--- src/rtl/ysyx_23060191_seq_ctrl_pkg.sv ---
// Shared defines for the multi-cycle sequencing controller: datapath width,
// default bus timeout, FSM state encodings and the flags latched in EX.
package ysyx_23060191_seq_ctrl_pkg;

    localparam int unsigned CPU_WIDTH       = 32;
    localparam int unsigned DEFAULT_TIMEOUT = 16;
    localparam int unsigned DEFAULT_CNT_W   = 32;
    localparam int unsigned STATE_W         = 3;

    typedef enum logic [STATE_W-1:0] {
        S_IDLE     = 3'd0,
        S_IF_REQ   = 3'd1,
        S_IF_WAIT  = 3'd2,
        S_EX       = 3'd3,
        S_MEM_REQ  = 3'd4,
        S_MEM_WAIT = 3'd5,
        S_WB       = 3'd6,
        S_HALT     = 3'd7
    } state_e;

    // Decode information captured in EX and consumed in MEM_REQ / WB.
    typedef struct packed {
        logic store;
        logic rd_wen;
    } ex_flags_t;

    // Width of the wait counter: it must hold values up to timeout-1.
    function automatic int unsigned wait_width(input int unsigned timeout);
        return (timeout < 3) ? 1 : $clog2(timeout);
    endfunction

endpackage

--- src/rtl/ysyx_23060191_seq_ctrl_if.sv ---
// Handshake/control bundle between the sequencer and the core.
//   master : sequencer side (consumes bus handshakes and decode flags,
//            drives requests, write enables, halt, bus error, instret)
//   slave  : core / memory side
interface ysyx_23060191_seq_ctrl_if
    import ysyx_23060191_seq_ctrl_pkg::*;
#(
    parameter int unsigned CNT_W = DEFAULT_CNT_W
);
    logic             i_ifu_ready;
    logic             i_ifu_rvalid;
    logic             i_load_en;
    logic             i_store_en;
    logic             i_rd_wen;
    logic             i_ebreak_en;
    logic             i_lsu_ready;
    logic             i_lsu_rvalid;

    logic             o_ifu_req;
    logic             o_inst_wen;
    logic             o_lsu_req;
    logic             o_lsu_wen;
    logic             o_rf_wen;
    logic             o_pc_wen;
    logic             o_halt;
    logic             o_bus_err;
    logic [CNT_W-1:0] o_instret;

    modport master (
        input  i_ifu_ready, i_ifu_rvalid, i_load_en, i_store_en,
               i_rd_wen, i_ebreak_en, i_lsu_ready, i_lsu_rvalid,
        output o_ifu_req, o_inst_wen, o_lsu_req, o_lsu_wen,
               o_rf_wen, o_pc_wen, o_halt, o_bus_err, o_instret
    );

    modport slave (
        output i_ifu_ready, i_ifu_rvalid, i_load_en, i_store_en,
               i_rd_wen, i_ebreak_en, i_lsu_ready, i_lsu_rvalid,
        input  o_ifu_req, o_inst_wen, o_lsu_req, o_lsu_wen,
               o_rf_wen, o_pc_wen, o_halt, o_bus_err, o_instret
    );

endinterface

--- src/rtl/ysyx_23060191_seq_ctrl_reg_template.sv ---
// Generic enable register with asynchronous active-low reset to RESET_VAL.
//   clk, rstn : clock and async reset
//   wen       : load enable
//   din/dout  : WIDTH-bit data in / registered data out
module ysyx_23060191_seq_ctrl_reg_template #(
    parameter int unsigned     WIDTH     = 1,
    parameter logic [WIDTH-1:0] RESET_VAL = '0
) (
    input  logic             clk,
    input  logic             rstn,
    input  logic             wen,
    input  logic [WIDTH-1:0] din,
    output logic [WIDTH-1:0] dout
);

    always_ff @(posedge clk or negedge rstn) begin
        if (!rstn) begin
            dout <= RESET_VAL;
        end else if (wen) begin
            dout <= din;
        end
    end

endmodule

--- src/rtl/ysyx_23060191_seq_ctrl.sv ---
// Multi-cycle instruction sequencer: walks fetch, execute, memory and
// write-back phases, watches bus responses with a timeout, counts retired
// instructions and halts on ebreak or bus error.
//   clk, rstn : clock, asynchronous active-low reset
//   bus       : handshake/control bundle (master side); o_pc_wen is the
//               write enable of the PC register
module ysyx_23060191_seq_ctrl
    import ysyx_23060191_seq_ctrl_pkg::*;
#(
    parameter int unsigned TIMEOUT = DEFAULT_TIMEOUT,
    parameter int unsigned CNT_W   = DEFAULT_CNT_W
) (
    input  logic                     clk,
    input  logic                     rstn,
    ysyx_23060191_seq_ctrl_if.master bus
);

    localparam int unsigned WAIT_W = wait_width(TIMEOUT);

    logic [STATE_W-1:0] state_raw;
    state_e             state;
    state_e             state_nxt;
    logic [CNT_W-1:0]   instret;
    logic [WAIT_W-1:0]  wait_cnt;
    logic [WAIT_W-1:0]  wait_cnt_nxt;
    ex_flags_t          flags;
    logic               in_wait;
    logic               resp;
    logic               timeout_hit;

    logic ifu_req, inst_wen, lsu_req, lsu_wen, rf_wen, pc_wen, halt, bus_err;

    // State register.
    ysyx_23060191_seq_ctrl_reg_template #(
        .WIDTH     (STATE_W),
        .RESET_VAL (STATE_W'(S_IDLE))
    ) u_state (
        .clk  (clk),
        .rstn (rstn),
        .wen  (1'b1),
        .din  (STATE_W'(state_nxt)),
        .dout (state_raw)
    );

    assign state = state_e'(state_raw);

    // Retired-instruction counter: one increment per WB cycle, wraps naturally.
    ysyx_23060191_seq_ctrl_reg_template #(
        .WIDTH     (CNT_W),
        .RESET_VAL ('0)
    ) u_instret (
        .clk  (clk),
        .rstn (rstn),
        .wen  (state == S_WB),
        .din  (instret + CNT_W'(1)),
        .dout (instret)
    );

    // Response tracking for the two wait states.
    always_comb begin
        in_wait     = (state == S_IF_WAIT) || (state == S_MEM_WAIT);
        resp        = (state == S_IF_WAIT) ? bus.i_ifu_rvalid : bus.i_lsu_rvalid;
        timeout_hit = in_wait && !resp && (wait_cnt == WAIT_W'(TIMEOUT - 1));
        // Held at zero outside the wait states, so every entry starts from 0.
        wait_cnt_nxt = (in_wait && !resp && !timeout_hit) ? wait_cnt + WAIT_W'(1) : '0;
    end

    always_ff @(posedge clk or negedge rstn) begin
        if (!rstn) begin
            wait_cnt <= '0;
        end else begin
            wait_cnt <= wait_cnt_nxt;
        end
    end

    // Decode flags captured in EX for use in MEM_REQ and WB.
    always_ff @(posedge clk or negedge rstn) begin
        if (!rstn) begin
            flags <= '0;
        end else if (state == S_EX) begin
            flags <= '{store: bus.i_store_en, rd_wen: bus.i_rd_wen};
        end
    end

    // Next-state and output decode.
    always_comb begin
        state_nxt = state;
        ifu_req   = 1'b0;
        inst_wen  = 1'b0;
        lsu_req   = 1'b0;
        lsu_wen   = 1'b0;
        rf_wen    = 1'b0;
        pc_wen    = 1'b0;
        halt      = 1'b0;
        bus_err   = 1'b0;
        case (state)
            S_IDLE: begin
                state_nxt = S_IF_REQ;
            end
            S_IF_REQ: begin
                ifu_req = 1'b1;
                if (bus.i_ifu_ready) begin
                    state_nxt = S_IF_WAIT;
                end
            end
            S_IF_WAIT: begin
                // A response in the timeout cycle still wins.
                if (bus.i_ifu_rvalid) begin
                    inst_wen  = 1'b1;
                    state_nxt = S_EX;
                end else if (timeout_hit) begin
                    bus_err   = 1'b1;
                    state_nxt = S_HALT;
                end
            end
            S_EX: begin
                if (bus.i_ebreak_en) begin
                    state_nxt = S_HALT;
                end else if (bus.i_load_en || bus.i_store_en) begin
                    state_nxt = S_MEM_REQ;
                end else begin
                    state_nxt = S_WB;
                end
            end
            S_MEM_REQ: begin
                lsu_req = 1'b1;
                lsu_wen = flags.store;
                if (bus.i_lsu_ready) begin
                    state_nxt = S_MEM_WAIT;
                end
            end
            S_MEM_WAIT: begin
                if (bus.i_lsu_rvalid) begin
                    state_nxt = S_WB;
                end else if (timeout_hit) begin
                    bus_err   = 1'b1;
                    state_nxt = S_HALT;
                end
            end
            S_WB: begin
                pc_wen    = 1'b1;
                rf_wen    = flags.rd_wen && !flags.store;
                state_nxt = S_IF_REQ;
            end
            S_HALT: begin
                halt = 1'b1;
            end
            default: begin
                state_nxt = S_IDLE;
            end
        endcase
    end

    assign bus.o_ifu_req  = ifu_req;
    assign bus.o_inst_wen = inst_wen;
    assign bus.o_lsu_req  = lsu_req;
    assign bus.o_lsu_wen  = lsu_wen;
    assign bus.o_rf_wen   = rf_wen;
    assign bus.o_pc_wen   = pc_wen;
    assign bus.o_halt     = halt;
    assign bus.o_bus_err  = bus_err;
    assign bus.o_instret  = instret;

endmodule

--- src/flat_wrapper.sv ---
// flat-port wrapper written by rule: the top's interface ports become plain ports
module ysyx_23060191_seq_ctrl_flat import ysyx_23060191_seq_ctrl_pkg::*;
#(
    parameter int unsigned TIMEOUT = DEFAULT_TIMEOUT,
    parameter int unsigned CNT_W   = DEFAULT_CNT_W
)
  (clk, rstn, bus_i_ifu_ready, bus_i_ifu_rvalid, bus_i_load_en, bus_i_store_en, bus_i_rd_wen, bus_i_ebreak_en, bus_i_lsu_ready, bus_i_lsu_rvalid, bus_o_ifu_req, bus_o_inst_wen, bus_o_lsu_req, bus_o_lsu_wen, bus_o_rf_wen, bus_o_pc_wen, bus_o_halt, bus_o_bus_err, bus_o_instret);
  ysyx_23060191_seq_ctrl_if #(.CNT_W(CNT_W)) bus_i ();
  input  logic clk;
  input  logic rstn;
  input wire logic [$bits(bus_i.i_ifu_ready)-1:0] bus_i_ifu_ready;
  input wire logic [$bits(bus_i.i_ifu_rvalid)-1:0] bus_i_ifu_rvalid;
  input wire logic [$bits(bus_i.i_load_en)-1:0] bus_i_load_en;
  input wire logic [$bits(bus_i.i_store_en)-1:0] bus_i_store_en;
  input wire logic [$bits(bus_i.i_rd_wen)-1:0] bus_i_rd_wen;
  input wire logic [$bits(bus_i.i_ebreak_en)-1:0] bus_i_ebreak_en;
  input wire logic [$bits(bus_i.i_lsu_ready)-1:0] bus_i_lsu_ready;
  input wire logic [$bits(bus_i.i_lsu_rvalid)-1:0] bus_i_lsu_rvalid;
  output wire logic [$bits(bus_i.o_ifu_req)-1:0] bus_o_ifu_req;
  output wire logic [$bits(bus_i.o_inst_wen)-1:0] bus_o_inst_wen;
  output wire logic [$bits(bus_i.o_lsu_req)-1:0] bus_o_lsu_req;
  output wire logic [$bits(bus_i.o_lsu_wen)-1:0] bus_o_lsu_wen;
  output wire logic [$bits(bus_i.o_rf_wen)-1:0] bus_o_rf_wen;
  output wire logic [$bits(bus_i.o_pc_wen)-1:0] bus_o_pc_wen;
  output wire logic [$bits(bus_i.o_halt)-1:0] bus_o_halt;
  output wire logic [$bits(bus_i.o_bus_err)-1:0] bus_o_bus_err;
  output wire logic [$bits(bus_i.o_instret)-1:0] bus_o_instret;
  assign bus_i.i_ifu_ready = bus_i_ifu_ready;
  assign bus_i.i_ifu_rvalid = bus_i_ifu_rvalid;
  assign bus_i.i_load_en = bus_i_load_en;
  assign bus_i.i_store_en = bus_i_store_en;
  assign bus_i.i_rd_wen = bus_i_rd_wen;
  assign bus_i.i_ebreak_en = bus_i_ebreak_en;
  assign bus_i.i_lsu_ready = bus_i_lsu_ready;
  assign bus_i.i_lsu_rvalid = bus_i_lsu_rvalid;
  assign bus_o_ifu_req = bus_i.o_ifu_req;
  assign bus_o_inst_wen = bus_i.o_inst_wen;
  assign bus_o_lsu_req = bus_i.o_lsu_req;
  assign bus_o_lsu_wen = bus_i.o_lsu_wen;
  assign bus_o_rf_wen = bus_i.o_rf_wen;
  assign bus_o_pc_wen = bus_i.o_pc_wen;
  assign bus_o_halt = bus_i.o_halt;
  assign bus_o_bus_err = bus_i.o_bus_err;
  assign bus_o_instret = bus_i.o_instret;
  ysyx_23060191_seq_ctrl #(.TIMEOUT(TIMEOUT), .CNT_W(CNT_W)) u_core (.clk(clk), .rstn(rstn), .bus(bus_i));
endmodule
--- config.mk ---
export PLATFORM = sky130hd
export DESIGN_NAME = ysyx_23060191_seq_ctrl_flat
export DESIGN_NICKNAME = d
export VERILOG_FILES = /design/src/rtl/ysyx_23060191_seq_ctrl_pkg.sv /design/src/rtl/ysyx_23060191_seq_ctrl_if.sv /design/src/rtl/ysyx_23060191_seq_ctrl_reg_template.sv /design/src/rtl/ysyx_23060191_seq_ctrl.sv /design/src/flat_wrapper.sv
export SDC_FILE = /design/constraint.sdc
export NUM_CORES = 1
export LEC_CHECK = 0
export CORE_MARGIN = 2
export CORE_UTILIZATION = 44
export DETAILED_ROUTE_END_ITERATION = 8
export PLACE_DENSITY_LB_ADDON = 0.25
export REMOVE_ABC_BUFFERS = 1
export SKIP_CTS_REPAIR_TIMING = 1
export SLEW_MARGIN = 0
export SYNTH_ARGS = -nofsm -noshare
export SYNTH_HDL_FRONTEND = slang
export SYNTH_SLANG_ARGS = --single-unit
--- constraint.sdc ---
create_clock -name clk -period 1.4 [get_ports clk]
set_input_delay 0.14 -clock clk [delete_from_list [all_inputs] [get_ports clk]]
set_output_delay 0.14 -clock clk [all_outputs]
set_load 0.1 [all_outputs]
# Word level (Yosys, flattened, before mapping)
# Cells that the tools add are included.
[totals]
regBits = 41
in_bits = 10
output_inout_bits = 40
wordCells = 52
[classes]
add_sub_neg = 2
n_eq_ne = 10
n_mux = 22
reduce_logical = 13
[op_table]
columns = ["op", "n"]
rows = [
  ["$add 32x1->32 const B", 1],
  ["$mux 3", 6],
  ["$pmux 3 s6", 1],
  ["$eq 3x3->1 const B", 4],
  ["$mux 1", 12],
  ["$eq 3x2->1 const B", 2],
  ["$reduce_bool 6->1", 1],
  ["$add 4x1->4 const B", 1],
  ["$eq 4x4->1 const B", 1],
  ["$logic_and 1x1->1", 4],
  ["$mux 4", 1],
  ["$ne 2x2->1 const B", 2],
  ["$eq 3x1->1 const B", 1],
  ["$logic_not 1->1", 3],
  ["$logic_not 3->1", 1],
  ["$reduce_and 3->1", 1],
  ["$logic_or 1x1->1", 2],
  ["$mux 2", 1],
  ["$pmux 1 s2", 1],
  ["$reduce_or 2->1", 1],
]

# Longest topological paths before layout
[depth]
word_depth = 8
mapped_depth = 6

# By module
# Synthesis repeated with hierarchy kept, for this count alone.
[hier_totals]
cells_unflattened = 233
hier_area_um2 = 2626.3
[by_module_without_submodules]
columns = ["mod", "n_inst", "cells_per_inst", "area_per_inst_um2", "seq_area_each_um2"]
rows = [
  ["ysyx_23060191_seq_ctrl_reg_template (u_core.u_instret)", 1, 68, 1345.0, 800.8],
  ["ysyx_23060191_seq_ctrl", 1, 159, 1172.4, 150.1],
  ["ysyx_23060191_seq_ctrl_reg_template (u_core.u_state)", 1, 6, 108.9, 75.1],
]

# Worst setup path after synthesis
# No wires, ideal clock.
[synth_path]
path_kind = "register to output"
start = "register u_core.u_state.dout[2]"
end = "output port bus_o_lsu_wen"
arrival_ns = 3.705
path_slack_ns = -2.445
stages_incl_launch_ff = 5
path_buffers = 1
cell_sequence = "dfrtp_1 -> buf_2 -> inv_1 -> nor3_1 -> and2_1"
[synth_via]
elab_chain_cells = 2
[synth_rtl]
columns = ["element", "line", "rtl"]
rows = [
  ["from (decl)", "ysyx_23060191_seq_ctrl_reg_template.sv:13", "output logic [WIDTH-1:0] dout"],
  ["from (signal assigned)", "ysyx_23060191_seq_ctrl_reg_template.sv:20", "dout <= din;"],
  ["$eq 3x3->1", "ysyx_23060191_seq_ctrl.sv:96", "case (state)"],
  ["$mux 1", "ysyx_23060191_seq_ctrl.sv:96", ""],
  ["to (decl)", "flat_wrapper.sv:22", "output wire logic [$bits(bus_i.o_lsu_wen)-1:0] bus_o_lsu_wen;"],
]
# Every way passes these cells.

# Worst setup path after layout
[layout_path]
start = "register u_core.u_state.dout[0]"
end = "output port bus_o_bus_err"
[layout_via]
elab_chain_cells = 8
elab_cells_between_ends = 11
[layout_rtl]
columns = ["element", "line", "rtl"]
rows = [
  ["$eq 3x2->1", "ysyx_23060191_seq_ctrl.sv:61, ysyx_23060191_seq_ctrl.sv:62, ysyx_23060191_seq_ctrl.sv:96", ""],
  ["$mux 1", "ysyx_23060191_seq_ctrl.sv:62", "resp = (state == S_IF_WAIT) ? bus.i_ifu_rvalid : bus.i_lsu_rvalid;"],
  ["$logic_not 1->1", "ysyx_23060191_seq_ctrl.sv:63", "timeout_hit = in_wait && !resp && (wait_cnt == WAIT_W'(TIMEOUT - 1));"],
  ["$logic_and 1x1->1 (2 in series)", "ysyx_23060191_seq_ctrl.sv:63", ""],
  ["$mux 1", "ysyx_23060191_seq_ctrl.sv:111, ysyx_23060191_seq_ctrl.sv:135", ""],
  ["$mux 1, on equally long branches", "ysyx_23060191_seq_ctrl.sv:133, ysyx_23060191_seq_ctrl.sv:108", ""],
  ["$pmux 1 s2 (*)", "ysyx_23060191_seq_ctrl.sv:96", ""],
  ["to (decl)", "flat_wrapper.sv:26", "output wire logic [$bits(bus_i.o_bus_err)-1:0] bus_o_bus_err;"],
]
# Mark *: on every way between the ends. The rest lies on a longest branch, timed or not.

==> impl_metrics.toml <==
[timing]
skew_ns = 0.0116
worstMarginPinSlew_ns = 0.370
post-route-period-util_pct = 125
whs_ns = 0.266
rsz0062_at_grt = "yes"
fin_setup_tns_ns = -4.41
fin_crit_ns = 1.75
report.final.hold_viol_count = 0
finalMaxSlewViolations = 0
finalSetupViolCount = 38
maxClockFrequency_ghz = 0.573
fin_ws_ns = -0.345
slew_headroom_pct = 75.1

[route]
drc = 0
drt_iter0_drc = 120
num_vias = 2090
wl_per_cell_um = 19.5
ant_nets = 0
routed_wl_um = 7330
firstDrtPassIters = 4
routed_via_density = 5.56

[power_and_ir_drop]
powerDensity_nw_per_um2 = 1370
power_frac_seq_pct = 26.8
comb_power_share_pct = 56.0
p_int_mw = 3.25
clkPwrFrac_pct = 17.3
p_sw_share_pct = 41.4
p_leak_nw = 1.91
vdd_ir_drop_max_mv = 1.33
p_sw_mw = 2.30

[global_routing]
antenna_found_initial = 0
grt_max_degree = 21
grt_overflow = 0
grt_first_pass_wirelength_um = 8850
first_global_vias = 1983
track_usage_pct = 22.0

[clock_tree]
h-tree-depth = 2
clk-insertion-delay-late_ns = 0.31
clock_path_buffers = 2
path_clk_slew_ns = 0.09
clock-sinks = 41
cts_buffers = 5
cts_tree = "yes"
clock-root-buffer = "clkbuf_8"

[layout]
area_growth_pct = 96.0
fin_util_pct = 91.0
num_antenna_cells = 0
final_nets = 336
layout-drive-gt1-share_pct = 54.0
final_cells = 376

[die]
die_h_um = 72.5
design.die.area_um2 = 5250
die_x_um = 72.5
num_rows = 24
coreArea_um2 = 4440
ios = 50
start_util_pct = 46.4

[critical_path]
cp-end-kind = "primary output"
path_cells = "buf_6 -> buf_12 -> buf_4 -> a31oi_2 -> nor2b_2 -> buf_12"
slowest_stage = "dfrtp_1"
crit_top_cell = "buf_12"
required_ns = 1.26
cp_max_fo = 5
slowest_delay_ns = 0.41
cp.arrival_ns = 1.61
path_class = "flip-flop to primary output"
crit_path_start_kind = "flip-flop"

[synthesis]
yosysMostFrequentCell = "dfrtp_1"
synthCells = 191
syn_avg_cell_area_um2 = 10.8
netlist_top_cells_count = "dfrtp_1 (41), xnor2_1 (28), nand2_1 (15), nand4_1 (15), nor3_1 (10)"
yosys.area.top_type = "dfrtp_1"
synth_top_cell_area_share_pct = 49.7
synth_cell_types = 33
yosys_warnings = 0
synth_edf_count = 0
synth-seq-cells = 41
synth.area.top_cells = "dfrtp_1 (50%), xnor2_1 (12%), nand4_1 (4.5%), nor4_4 (3.1%), nand2_1 (2.7%)"
synth_ff_type = "dfrtp_1"
synth-async-reset-ratio_pct = 100
seq_area_frac_synth_pct = 49.7
syn-cell-area_um2 = 2060

[placement]
dp_cells = 348
hpwl_um = 4100
globalplace.congestion = 0.832
dpl_worst_slack_ns = -0.176
io_buffers = 49

[worst_hold_path]
hold_class = "input pin to asynchronous set/reset pin"

[status]
outcome = "complete, but fails checks"
violations = "negative setup slack"

[job]
cap_violations = 0
## worst max-delay path, delay by kind of cell, from the launching register on
kind	cells	cell delay (ns)
flops	1	0.41
compound gates	1	0.10
buf+inv	4	0.58
simple gates	1	0.20
## per-layer routing
metal	global-route usage (%)	vias to the layer above	part of all wire [%]
li1	-	946	-
met5	0	-	0
met1	25.8	1042	38
met2	39.2	72	54
met3	5.69	30	4.0
met4	7.00	0	3.9
## placed cells by master (no fill, tap or decap), types with 2 or more instances in the layout
master           instances
and3_1                   6
xor2_1                   4
nor3_2                   2
a21oi_1                  6
dfrtp_1                 39
xnor2_2                  3
nand2_1                 11
nand2_2                  3
nor3_1                   4
and4_1                   4
and3_4                   2
buf_6                   10
nand4_1                 15
mux2i_1                  2
a31oi_1                  2
nand3_2                  5
clkbuf_8                 5
nand4b_1                 2
nor4_4                   3
xnor2_1                 25
nand3_4                  3
nor2_1                   8
inv_1                    3
nor3b_2                  3
buf_12                  43
ha_1                     2
clkdlybuf4s50_1          8
dfrtp_2                  2
nor3_4                   4
mux2_2                   2
and2_1                   2
buf_4                   67
## power by group through the flow
stage / clock network (mW) / logic, mW / registers [mW]
finish: 0.958 / 3.11 / 1.49
global placement: 0 / 2.37 / 1.46
detailed placement: 0 / 2.40 / 1.47
floorplan: 0 / 0.817 / 1.94
global route: 1.02 / 3.22 / 1.51
CTS: 0.942 / 2.41 / 1.44
## layout make-up
class	instances	area, um^2
timing repair buffer	132	1610
multi-input combinational	140	1220
sequential	41	1030
fill	166	400
clock buffer	5	68.8
tap	52	65.1
clock inverter	2	35.0
inverter	4	17.5
## cell families after synthesis
group	share of synthesized area, %
AND/OR/NAND/NOR	28.1
multiplexers	2.06
buffers and inverters	2.30
flip-flops	49.7
AO/OA/AOI/OAI	3.03
XOR/XNOR	13.6
adder cells (fa/ha/maj)	1.21
## metrics by stage
step,total power [mW],area (um^2)
3_3_place_gp,3.83,3470
2_1_floorplan,2.75,2030
4_1_cts,4.79,3580
6_report,5.55,4040
3_5_place_dp,3.87,3470
5_1_grt,5.74,4040
## worst paths after layout
check                                       endpoint  slack, ns                   start  depth (start not counted)
setup reg to reg           u_core.u_instret.dout[21]      -0.17  u_core.u_state.dout[0]                          7
min in group clk                     u_core.flags[0]       0.45            bus_i_rd_wen                          2
max in group asynchronous     u_core.u_state.dout[2]       0.54                    rstn                          3
hold reg to reg                      u_core.flags[0]       0.50         u_core.flags[0]                          1
setup / recovery                       bus_o_bus_err      -0.35  u_core.u_state.dout[0]                          6
hold / removal             u_core.u_instret.dout[16]       0.27                    rstn                          2
## flip-flops by register name, indices dropped and copies added (netlist names)
name and cells:
u_core.u_instret.dout 32, u_core.wait_cnt 4, u_core.u_state.dout 3, u_core.flags 2
Note: power is estimated with default switching activity, not from simulation.
